==> src/rtl/datapath_ctrl_pkg.sv <==
// Shared encodings for the datapath instruction-sequencing controller:
// opcode/op fields, FSM state codes, writeback selects and ALU/shifter controls.
package datapath_ctrl_pkg;

  localparam logic [2:0] OPC_MOV = 3'b110;
  localparam logic [2:0] OPC_ALU = 3'b101;

  localparam logic [1:0] OP_MOV_IMM = 2'b10;
  localparam logic [1:0] OP_MOV_REG = 2'b00;
  localparam logic [1:0] OP_ADD     = 2'b00;
  localparam logic [1:0] OP_CMP     = 2'b01;
  localparam logic [1:0] OP_AND     = 2'b10;
  localparam logic [1:0] OP_MVN     = 2'b11;

  localparam logic [2:0] S_WAIT      = 3'd0;
  localparam logic [2:0] S_DECODE    = 3'd1;
  localparam logic [2:0] S_WRITE_IMM = 3'd2;
  localparam logic [2:0] S_GET_A     = 3'd3;
  localparam logic [2:0] S_GET_B     = 3'd4;
  localparam logic [2:0] S_ALU       = 3'd5;
  localparam logic [2:0] S_WRITE_REG = 3'd6;

  localparam logic [3:0] VSEL_MDATA = 4'b1000;
  localparam logic [3:0] VSEL_IMM8  = 4'b0100;
  localparam logic [3:0] VSEL_PC    = 4'b0010;
  localparam logic [3:0] VSEL_DOUT  = 4'b0001;

  localparam logic [1:0] ALU_ADD  = 2'b00;
  localparam logic [1:0] ALU_SUB  = 2'b01;
  localparam logic [1:0] ALU_AND  = 2'b10;
  localparam logic [1:0] ALU_NOTB = 2'b11;

  localparam logic [1:0] SH_NONE = 2'b00;

  typedef enum logic [2:0] {
    CLS_ILLEGAL = 3'd0,
    CLS_MOV_IMM = 3'd1,
    CLS_MOV_REG = 3'd2,
    CLS_ADD     = 3'd3,
    CLS_CMP     = 3'd4,
    CLS_AND     = 3'd5,
    CLS_MVN     = 3'd6
  } instr_cls_e;

  function automatic logic [15:0] sext5(input logic [4:0] v);
    return {{11{v[4]}}, v};
  endfunction

  function automatic logic [15:0] sext8(input logic [7:0] v);
    return {{8{v[7]}}, v};
  endfunction

endpackage

==> src/rtl/datapath_ctrl_fsm_instr_dec.sv <==
// Combinational instruction decode: field extraction, immediate sign extension
// and instruction class (illegal encodings fall into CLS_ILLEGAL).
module instr_dec (
  input  logic [15:0] ir,
  output logic [2:0]  rn,
  output logic [2:0]  rd,
  output logic [2:0]  rm,
  output logic [1:0]  sh,
  output logic [15:0] sximm5,
  output logic [15:0] sximm8,
  output logic [2:0]  cls,
  output logic [1:0]  alu_op,
  output logic        asel_zero
);
  import datapath_ctrl_pkg::*;

  logic [2:0] opcode;
  logic [1:0] op;

  assign opcode = ir[15:13];
  assign op     = ir[12:11];
  assign rn     = ir[10:8];
  assign rd     = ir[7:5];
  assign sh     = ir[4:3];
  assign rm     = ir[2:0];
  assign sximm5 = sext5(ir[4:0]);
  assign sximm8 = sext8(ir[7:0]);

  always_comb begin
    cls       = CLS_ILLEGAL;
    alu_op    = ALU_ADD;
    asel_zero = 1'b0;
    if (opcode == OPC_MOV) begin
      if (op == OP_MOV_IMM) begin
        cls = CLS_MOV_IMM;
      end else if (op == OP_MOV_REG) begin
        // MOV reg goes through the ALU as 0 + shifted Rm
        cls       = CLS_MOV_REG;
        asel_zero = 1'b1;
      end
    end else if (opcode == OPC_ALU) begin
      case (op)
        OP_ADD: begin
          cls    = CLS_ADD;
          alu_op = ALU_ADD;
        end
        OP_CMP: begin
          cls    = CLS_CMP;
          alu_op = ALU_SUB;
        end
        OP_AND: begin
          cls    = CLS_AND;
          alu_op = ALU_AND;
        end
        default: begin
          cls    = CLS_MVN;
          alu_op = ALU_NOTB;
        end
      endcase
    end
  end

endmodule

==> src/rtl/datapath_ctrl_fsm.sv <==
// Moore sequencer for the register-file/shifter/ALU datapath: latches one
// instruction per start handshake and steps the datapath controls from state and IR.
//
// state     | meaning
// WAIT      | idle, w=1, accepts s and captures instr into IR
// DECODE    | classify IR; illegal pulses here and returns to WAIT
// WRITE_IMM | write sximm8 to Rn
// GET_A     | read Rn into A
// GET_B     | read Rm into B
// ALU       | shift/ALU; CMP loads status, others load C
// WRITE_REG | write datapath_out to Rd
module datapath_ctrl_fsm (
  input  logic        clk,
  input  logic        reset,
  input  logic        s,
  input  logic [15:0] instr,
  output logic        w,
  output logic [2:0]  readnum,
  output logic [2:0]  writenum,
  output logic        write,
  output logic [3:0]  vsel,
  output logic        loada,
  output logic        loadb,
  output logic        asel,
  output logic        bsel,
  output logic [1:0]  shift,
  output logic [1:0]  ALUop,
  output logic        loadc,
  output logic        loads,
  output logic [15:0] sximm5,
  output logic [15:0] sximm8,
  output logic        illegal
);
  import datapath_ctrl_pkg::*;

  logic [2:0]  state_q, state_d;
  logic [15:0] ir_q, ir_d;

  logic [2:0] rn, rd, rm;
  logic [1:0] sh;
  logic [2:0] cls;
  logic [1:0] dec_alu_op;
  logic       dec_asel_zero;

  instr_dec u_instr_dec (
    .ir        (ir_q),
    .rn        (rn),
    .rd        (rd),
    .rm        (rm),
    .sh        (sh),
    .sximm5    (sximm5),
    .sximm8    (sximm8),
    .cls       (cls),
    .alu_op    (dec_alu_op),
    .asel_zero (dec_asel_zero)
  );

  always_ff @(posedge clk or posedge reset) begin
    if (reset) begin
      state_q <= S_WAIT;
      ir_q    <= '0;
    end else begin
      state_q <= state_d;
      ir_q    <= ir_d;
    end
  end

  always_comb begin
    state_d = state_q;
    ir_d    = ir_q;
    case (state_q)
      S_WAIT: begin
        if (s) begin
          ir_d    = instr;
          state_d = S_DECODE;
        end
      end
      S_DECODE: begin
        case (cls)
          CLS_MOV_IMM:               state_d = S_WRITE_IMM;
          CLS_MOV_REG, CLS_MVN:      state_d = S_GET_B;
          CLS_ADD, CLS_CMP, CLS_AND: state_d = S_GET_A;
          default:                   state_d = S_WAIT;
        endcase
      end
      S_WRITE_IMM: state_d = S_WAIT;
      S_GET_A:     state_d = S_GET_B;
      S_GET_B:     state_d = S_ALU;
      S_ALU:       state_d = (cls == CLS_CMP) ? S_WAIT : S_WRITE_REG;
      S_WRITE_REG: state_d = S_WAIT;
      default:     state_d = S_WAIT;
    endcase
  end

  always_comb begin
    w        = 1'b0;
    readnum  = 3'd0;
    writenum = 3'd0;
    write    = 1'b0;
    vsel     = VSEL_DOUT;
    loada    = 1'b0;
    loadb    = 1'b0;
    asel     = 1'b0;
    bsel     = 1'b0;
    shift    = SH_NONE;
    ALUop    = ALU_ADD;
    loadc    = 1'b0;
    loads    = 1'b0;
    illegal  = 1'b0;
    case (state_q)
      S_WAIT: w = 1'b1;
      S_DECODE: illegal = (cls == CLS_ILLEGAL);
      S_WRITE_IMM: begin
        writenum = rn;
        vsel     = VSEL_IMM8;
        write    = 1'b1;
      end
      S_GET_A: begin
        readnum = rn;
        loada   = 1'b1;
      end
      S_GET_B: begin
        readnum = rm;
        loadb   = 1'b1;
      end
      S_ALU: begin
        shift = sh;
        ALUop = dec_alu_op;
        asel  = dec_asel_zero;
        // CMP only updates status; everything else captures the result in C
        if (cls == CLS_CMP) begin
          loads = 1'b1;
        end else begin
          loadc = 1'b1;
        end
      end
      S_WRITE_REG: begin
        writenum = rd;
        vsel     = VSEL_DOUT;
        write    = 1'b1;
      end
      default: w = 1'b0;
    endcase
  end

endmodule

==> config.mk <==
export PLATFORM = sky130hd
export DESIGN_NAME = datapath_ctrl_fsm
export DESIGN_NICKNAME = d
export VERILOG_FILES = /design/src/rtl/datapath_ctrl_pkg.sv /design/src/rtl/datapath_ctrl_fsm_instr_dec.sv /design/src/rtl/datapath_ctrl_fsm.sv
export SDC_FILE = /design/constraint.sdc
export NUM_CORES = 1
export LEC_CHECK = 0
export ABC_AREA = 1
export CORE_MARGIN = 1.5
export CORE_UTILIZATION = 25
export CTS_CLUSTER_DIAMETER = 80
export DETAILED_ROUTE_END_ITERATION = 7
export GPL_TIMING_DRIVEN = 1
export PLACE_DENSITY_LB_ADDON = 0.1
export RECOVER_POWER = 100
export SYNTH_ARGS = -nofsm -noshare
export SYNTH_HDL_FRONTEND = slang
export SYNTH_SLANG_ARGS = --single-unit
export TNS_END_PERCENT = 10
==> constraint.sdc <==
create_clock -name clk -period 2.6 [get_ports clk]
set_clock_uncertainty 0.15 [all_clocks]
set_input_delay 0.78 -clock clk [delete_from_list [all_inputs] [get_ports clk]]
set_output_delay 0.78 -clock clk [all_outputs]
set_load 0.02 [all_outputs]
==> results of run 1 <==
## cells in the final DEF, fill, tap and decap left out, drive strengths merged, types with 5 or more instances in the layout
cell type / Yosys / layout
clkdlybuf4s50: 0 / 49
inv: 30 / 30
nor2: 27 / 27
buf: 38 / 23
dfrtp: 19 / 19
nand2: 18 / 18
a21oi: 17 / 17
clkbuf: 0 / 13
o22ai: 6 / 6
ha: 5 / 5
nand3: 5 / 5
## routing by layer
layer | vias to the layer above | track usage | part of all wire
met5 | - | 0 | 0
met4 | 0 | 0.0222 | 0.0054
met3 | 5 | 0.0347 | 0.053
met2 | 32 | 0.198 | 0.50
met1 | 557 | 0.128 | 0.44
li1 | 612 | - | -
## report_power, final
part	internal (uW)	switching, uW
logic	801	956
registers	434	99.6
clock network	109	96.1
## metrics by stage
step | utilization | total power [uW]
floorplan | - | 1780
global placement | 0.386 | 2330
detailed placement | 0.386 | 2350
CTS | 0.389 | 2510
global route | 0.388 | 2690
finish | 0.388 | 2500
## cell families (layout without fill, tap and decap cells)
| logic type | after synthesis | after routing | synth area share |
|---|---|---|---|
| muxes | 2 | 2 | 0.0196 |
| DFF | 19 | 19 | 0.355 |
| and+or+nand+nor | 56 | 56 | 0.182 |
| AOI/OAI and AO/OA | 23 | 23 | 0.0917 |
| adders and majority gates | 5 | 5 | 0.0468 |
| buffers and inverters | 68 | 123 | 0.301 |
| other | 1 | 3 | 0.00280 |
## layout make-up
type,instances,share of cell area
clock buffers,4,0.0226
repair buffers,89,0.395
well taps,70,0.0439
inverters,30,0.0564
multi-input cells,89,0.244
flip-flops and latches,19,0.238
## what timing repair did
action / in CTS / in global routing
setup endpoints to repair: 18 / 15
gates resized for setup: 27 / 33
pin swaps: 0 / 2
## critical path, delay by kind of cell, from the launching register on
family	cells	cell delay, ns
adder cells (fa/ha/maj)	1	0.18
AND/OR/NAND/NOR	4	0.29
buffers and inverters	5	0.46
flip-flops	1	0.39
## flip-flops by register name (all words and copies together), names as in the netlist
register  count
ir_q         16
state_q       3
## worst min-delay path by stage
| stage | depth (start not counted) | end | from |
|---|---|---|---|
| floorplan | 2 | ir_q[10] | ir_q[10] |
| global placement | 2 | ir_q[8] | ir_q[8] |
| detailed placement | 2 | ir_q[8] | ir_q[8] |
| CTS | 2 | ir_q[8] | ir_q[8] |
| global route | 2 | ir_q[4] | ir_q[4] |
| finish | 2 | ir_q[8] | ir_q[8] |
==> summary.md, run 1 <==
| Metric | Value |
|---|---|
| Ys Warns | 0 |
| Synth cell count leaders | buf_4 (35), inv_1 (29), nor2_1 (24) |
| Final instance area | 2000 um^2 |
| Top cell type's share of synthesized area | 0.355 |
| Die Wd | 76.1 um |
| Cells after DPL | 297 |
| WL final | 3.16 mm |
| CTS clk-pin slew, worst paths | 0.07 ns |
| Diode count | 0 |
| Setup crit start kind | register |
| Mapped Avg Cell Area | 7.69 um^2 |
| Slew @ Worst Pin | 1.07 ns |
| FFs w/ async S/R, synth | 1.00 |
| Critical Path Max Stage Delay | 0.39 ns |
| I/O Pins | 74 |
| Top cell by count, worst path | nand2_2 |
| Primary FF master, synth | dfrtp_1 |
| CTS buffer count | 3 |
| Rows | 26 |
| Cell count after synthesis | 174 |
| Worst hold path type | register to register |
| First-pass DRT Iterations | 4 |
| Critical path class | register to primary output |
| Gpl congestion | 0.845 |
| Gr ovfl total | 0 |
| Crit Path Max Fanout | 4 |
| P_leak | 0.00101 uW |
| Slew Limit Fails | 0 |
| Post-CTS Setup Inserts | 0 |
| Crit Reg-Reg Startpoint | state_q[1] |
| Worst reg2reg path depth | 8 |
| Via count | 1206 |
| Core Area | 5140 um^2 |
| Multi-input logic area | 487 um^2 |
| Die area | 5800 um^2 |
| Vias in the first global route | 1160 |
| Top post-synthesis cells by area | dfrtp_1 (36%), buf_4 (20%), inv_1 (8.1%) |
| Post-route clock period utilization | 0.968 |
| Hold WS | 0.377 ns |
| Synth Cell Area | 1340 um^2 |
| Post-CTS Hold Fix Bufs | 0 |
| Final Hold Viols | 0 |
| First-pass GRT wire length | 5.29 mm |
| TritonCTS clock tree | yes |
| FF-to-FF setup slack | 0.91 ns |
| Drc violations | 0 |
| Initial antenna violation count | 0 |
| Crit. Startpoint | ir_q[11] |
| Max_slew headroom | 0.284 |
| Synth Register Bits | 19 |
| Setup slack after layout | 0.0845 ns |
| Via density | 4.01 |
| Final setup TNS | 0 ns |
| GRT Resource Usage Total | 0.110 |
| RSZ-0062 raised after global routing | true |
| CP Capture Type | primary output |
| Area grow syn2layout | 49.2% |
| Post-synth cell types | 21 |
| Fin cells | 301 |
| Remaining antenna violation count | 0 |
| Port Buf Inserts | 70 |
| Final HPWL DP | 2.59 mm |
| Share of cells above drive strength 1 | 0.216 |
| Clk_lat worst skew | 0.25 ns |
| Pin count of the biggest net entering global routing | 24 |
| Maximum VDD drop | 0.358 mV |
| Placement-stage cell area | 1990 um^2 |
| Crit path max-delay cell type | dfrtp_1 |
| Max Clk Rate | 398 MHz |
| Clock Sinks | 19 |
| Dominant cell type by area after synthesis | dfrtp_1 |
| Post-synth EDFFs | 0 |
| Fin crit period | 2.52 ns |
| Register Area | 475 um^2 |
| Initial Util | 0.260 |
| Post-layout net count | 256 |
| Clock buffer depth | 2 |
| Crit path DAT | 1.59 ns |
| DRT iter0 DRCs | 26 |
| Critical Path Sink | loadc |
| Pre-CTS WS | -0.147 ns |
| CP required | 1.67 ns |
| Reg2reg end | ir_q[4] |
| Status | finished clean |
| Total of max-cap violations | 0 |
| Power Density | 1250 nW/um^2 |
| CTS H-tree depth | 1 |
| Worst-path cell chain | inv_2, buf_4, ha_1, inv_1, nand2_2, nand2_2, nand3_2, nand2_2, inv_1, buf_4 |
| Drt wl/cell | 10.5 um |
| Die Height | 76.1 um |
| Root buffer cell | clkbuf_8 |
| Number of fill cells | 576 |
| Most frequent cell after synthesis | buf_4 |
| Register area share after synthesis | 0.355 |
| Setup-failing EPs final | 0 |
Power figures use the tool's default switching activity.
==> run 2: changes to the inputs <==
Settings changed: MAX_ROUTING_LAYER set to met4, SKIP_LAST_GASP set to 1, TNS_END_PERCENT 10 to 20.
==> summary.md, run 2 (synthesis gave the netlist of run 1 again) <==
| Metric | Value |
|---|---|
| Status | finished, violations left |
| Failing checks | negative setup slack |
| Post-route clock period utilization | 1.07 |
| Area grow syn2layout | 50.9% |
| Comb pwr share | 0.697 |
| Remaining antenna violation count | 0 |
| Die Wd | 76.1 um |
| Max reg flops | 16 |
| Rows | 26 |
| Max Clk Rate | 359 MHz |
| Slew @ Worst Pin | 1.07 ns |
| WL final | 3.10 mm |
| Reg power frac | 0.218 |
| Via count | 1186 |
| Clk_lat worst skew | 0.25 ns |
| Largest register by flop count | ir_q |
| Crit path DAT | 1.86 ns |
| Power Density | 1190 nW/um^2 |
| Vias in the first global route | 1174 |
| Top Registers | ir_q: 16 flops, state_q: 3 flops |
| Via density | 3.93 |
| First-pass GRT wire length | 5.31 mm |
| Gr ovfl total | 0 |
| Worst hold path type | register to register |
| RSZ-0062 raised after global routing | true |
| Fin cells | 302 |
| Drt wl/cell | 10.3 um |
| Critical path class | register to primary output |
| Setup slack after layout | -0.188 ns |
| Final HPWL DP | 2.59 mm |
| Maximum VDD drop | 0.332 mV |
| GRT Resource Usage Total | 0.113 |
| Pre-CTS WS | -0.147 ns |
| Setup-failing EPs final | 10 |
| Core Area | 5140 um^2 |
| Switch Pwr | 1110 uW |
| Switching Fraction | 0.464 |
| Share of cells above drive strength 1 | 0.125 |
| CP Capture Type | primary output |
| Commonest non-fill, non-tap cell in the layout | dlygate4sd3_1 |
| Pin count of the biggest net entering global routing | 24 |
| I/O Pins | 74 |
| Clock power frac | 0.085 |
| CP required | 1.67 ns |
| Crit Path Max Fanout | 4 |
| Drc violations | 0 |
| Die Height | 76.1 um |
| Clock buffer depth | 2 |
| Port Buf Inserts | 70 |
| Diode count | 0 |
| Number of fill cells | 577 |
| CTS H-tree depth | 1 |
| DRT iter0 DRCs | 19 |
| Total of max-cap violations | 0 |
| Pwr Total | 2400 uW |
| Setup crit start kind | register |
| Most frequent cells in the layout | dlygate4sd3_1 (34), inv_1 (29), clkdlybuf4s50_1 (29) |
| Root buffer cell | clkbuf_8 |
| Post-layout net count | 257 |
| Fin crit period | 2.79 ns |
| Clock Sinks | 19 |
| Slew Limit Fails | 0 |
| Initial Util | 0.260 |
| Die area | 5800 um^2 |
| Final Hold Viols | 0 |
| CTS buffer count | 3 |
| Initial antenna violation count | 0 |
| Power Internal | 1290 uW |
| CTS clk-pin slew, worst paths | 0.07 ns |
| First-pass DRT Iterations | 4 |
| Final setup TNS | -1.28 ns |
| Max_slew headroom | 0.289 |
| P_leak | 0.000994 uW |
| Gpl congestion | 0.859 |
| TritonCTS clock tree | yes |
| Cells after DPL | 297 |
-- run 2: cell types whose count changed in the layout (fill, tap and decap cells not counted), sizes merged --
| cell | before | now |
|---|---|---|
| buf | 23 | 17 |
| clkbuf | 13 | 9 |
| clkdlybuf4s15 | 3 | 1 |
| clkdlybuf4s50 | 49 | 29 |
| dlygate4sd3 | 2 | 34 |
| dlymetal6s2s | 1 | 2 |
-- run 2: power by group through the flow --
stage	clock (uW)	sequential, uW	combinational [uW]
4_1_cts	215	528	1810
2_1_floorplan	0	548	1230
3_5_place_dp	0	537	1810
6_report	204	523	1670
5_1_grt	235	543	1830
3_3_place_gp	0	530	1800
-- run 2: layer usage --
layer  part of all wire  up-vias  wire, um  GRT usage
li1                   -      614         -          -
met1               0.44      535      1360      0.126
met2               0.50       32      1550      0.201
met3              0.056        5       174     0.0359
met4             0.0068        0        21     0.0222
met5                  0        -         0          -
-- run 2: area by class of cell --
cell class              instances  area (um^2)  area share
clock buffers                   4         45.0      0.0223
inverters                      30          113      0.0558
multi-input cells              89          460       0.228
flip-flops and latches         19          475       0.236
well taps                      70         87.6      0.0434
repair buffers                 90          837       0.415
-- run 2: path summary, 6_finish.rpt --
| kind | startpoint | endpoint | slack, ns | cells past startpoint |
|---|---|---|---|---|
| max | state_q[0] | ALUop[1] | -0.19 | 6 |
| min | ir_q[8] | ir_q[8] | 0.38 | 2 |
| max reg2reg | state_q[1] | ir_q[4] | 0.76 | 8 |
| min reg2reg | ir_q[8] | ir_q[8] | 0.38 | 2 |
| max in group asynchronous | reset | ir_q[4] | 0.53 | 3 |
| min in group asynchronous | reset | ir_q[6] | 1.14 | 3 |
-- run 2: per-stage QoR --
| stage | area, um^2 | hold slack, ns | utilization |
|---|---|---|---|
| finish | 2020 | 0.377 | 0.393 |
| detailed placement | 1990 | 0.370 | 0.386 |
| floorplan | 1350 | 0.343 | - |
| global placement | 1990 | 0.366 | 0.386 |
| global route | 2020 | 0.414 | 0.393 |
| CTS | 2030 | 0.388 | 0.395 |
-- run 2: critical path, stage by stage (launching register included) --
cell and delay [ns]:
dfrtp_1 0.40, inv_1 0.07, nor3_1 0.18, buf_4 0.15
nand2_1 0.06, a21oi_1 0.12, clkdlybuf4s50_1 0.62
-- run 2: timing repair --
action,CTS,global route
resized for setup,9,3
setup endpoints to repair,18,19
buffers inserted,1,0
hold buffers,0,0
==> run 3: changes to the inputs <==
--- a/constraint.sdc
+++ b/constraint.sdc
@@ -4,2 +4,2 @@
 set_output_delay 0.78 -clock clk [all_outputs]
-set_load 0.02 [all_outputs]
+set_load 0.05 [all_outputs]
==> summary.md, run 3 (synthesis gave the netlist of run 1 again) <==
| Metric | Value |
|---|---|
| Status | finished clean |
| Crit path max-delay cell type | dfrtp_2 |
| Slew Limit Fails | 0 |
| GRT Resource Usage Total | 0.113 |
| WP buf/inv | 3 |
| Core Area | 5140 um^2 |
| Final Hold Viols | 0 |
| Critical path class | register to primary output |
| Root buffer cell | clkbuf_8 |
| CP Capture Type | primary output |
| Worst hold path type | register to register |
| Clock Sinks | 19 |
| Die Height | 76.1 um |
| CP required | 1.67 ns |
| Reg2reg end | state_q[0] |
| Crit path DAT | 1.64 ns |
| Clk_lat worst skew | 0.26 ns |
| Via count | 1157 |
| Hold Crit Depth | 2 |
| Cells after DPL | 281 |
| Gr ovfl total | 0 |
| Drc violations | 0 |
| WL final | 3.23 mm |
| Setup crit start kind | register |
| Top cell by count, worst path | inv_1 |
| Rows | 26 |
| Final setup TNS | 0 ns |
| Max Clk Rate | 389 MHz |
| Max_slew headroom | 0.247 |
| First-pass DRT Iterations | 4 |
| Hold Path Sink | ir_q[3] |
| CTS buffer count | 3 |
| Vias in the first global route | 1124 |
| Post-route clock period utilization | 0.989 |
| Setup-failing EPs final | 0 |
| Max reg flops | 16 |
| DRT iter0 DRCs | 30 |
| Initial Util | 0.260 |
| Worst-path cell chain | inv_1, nor3_4, inv_1, nor2_1, buf_12 |
| Final Util | 0.432 |
| FF-to-FF setup slack | 0.91 ns |
| Die Wd | 76.1 um |
| Drt wl/cell | 11.2 um |
| Number of fill cells | 531 |
| Port Buf Inserts | 70 |
| Post-layout net count | 243 |
| Fin cells | 288 |
| Hold WS | 0.415 ns |
| RSZ-0062 raised after global routing | true |
| Slew @ Worst Pin | 1.13 ns |
| Worst reg2reg path depth | 9 |
| Most frequent cells in the layout | clkdlybuf4s50_1 (36), inv_1 (25), buf_4 (20) |
| Top Family by Delay on Critical Path | simple AND/OR/NAND/NOR gates |
| TritonCTS clock tree | yes |
| Die area | 5800 um^2 |
| Top Registers | ir_q: 16 flops, state_q: 3 flops |
| Share of cells above drive strength 1 | 0.349 |
| Gpl congestion | 0.750 |
| Fin crit period | 2.57 ns |
| Crit Reg-Reg Startpoint | ir_q[11] |
| Clock buffer depth | 2 |
| Commonest non-fill, non-tap cell in the layout | clkdlybuf4s50_1 |
| Remaining antenna violation count | 0 |
| Largest register by flop count | ir_q |
| Total of max-cap violations | 0 |
| Hold path startpoint | ir_q[3] |
| Area grow syn2layout | 66.1% |
| First-pass GRT wire length | 5.24 mm |
| Initial antenna violation count | 0 |
| Crit Path Max Fanout | 4 |
| Critical Path Max Stage Delay | 0.42 ns |
| Diode count | 0 |
| Pin count of the biggest net entering global routing | 23 |
| I/O Pins | 74 |
| CTS clk-pin slew, worst paths | 0.08 ns |
| Final HPWL DP | 2.53 mm |
| Via density | 4.02 |
| CTS H-tree depth | 1 |
-- run 3: final cells by class --
cell class	count	area [um^2]	share of cell area
timing repair buffer	76	885	0.398
tap	70	87.6	0.0394
multi-input combinational	89	614	0.276
clock buffer	3	41.3	0.0186
sequential	19	477	0.215
inverter	30	113	0.0507
clock inverter	1	5.00	0.00225
-- run 3: repair_timing --
action,CTS,global route
hold endpoints to repair,0,0
setup buffers,0,3
pin swaps,0,1
setup endpoints to repair,8,10
gates resized for setup,6,16
hold buffers,0,0
-- run 3: how the worst max path moves through the flow --
stage	from	endpoint	slack [ns]	cells past startpoint
after floorplan	state_q[2]	readnum[0]	-0.10	4
after global placement	ir_q[11]	loadc	0.25	10
after detailed placement	ir_q[12]	loadc	0.21	10
after CTS	ir_q[11]	loadc	-0.03	10
after global routing	state_q[0]	shift[0]	-0.06	5
final	state_q[0]	shift[0]	0.03	5
-- run 3: per-layer routing --
metal  vias to the layer above  part of all wire  global-route usage
met2                        52              0.46               0.177
met3                         7             0.072              0.0287
met4                         0             0.015              0.0278
met5                         -                 0                   -
li1                        589                 -                   -
met1                       509              0.45               0.147
-- run 3: through the flow --
stage	area (um^2)	worst slack [ns]
2_1_floorplan	1430	-0.103
3_3_place_gp	2090	0.248
3_5_place_dp	2090	0.210
4_1_cts	2150	-0.0297
5_1_grt	2220	-0.0590
6_report	2220	0.0285
-- run 3: worst min-delay path, cell delays in order (launching register included) --
cell     delay (ns)
dfrtp_1        0.39
inv_1          0.08
a21oi_1        0.06
Power of run 3 is not shown: default switching activity piles up to over one toggle a cycle in this logic, so the estimate is an artifact.
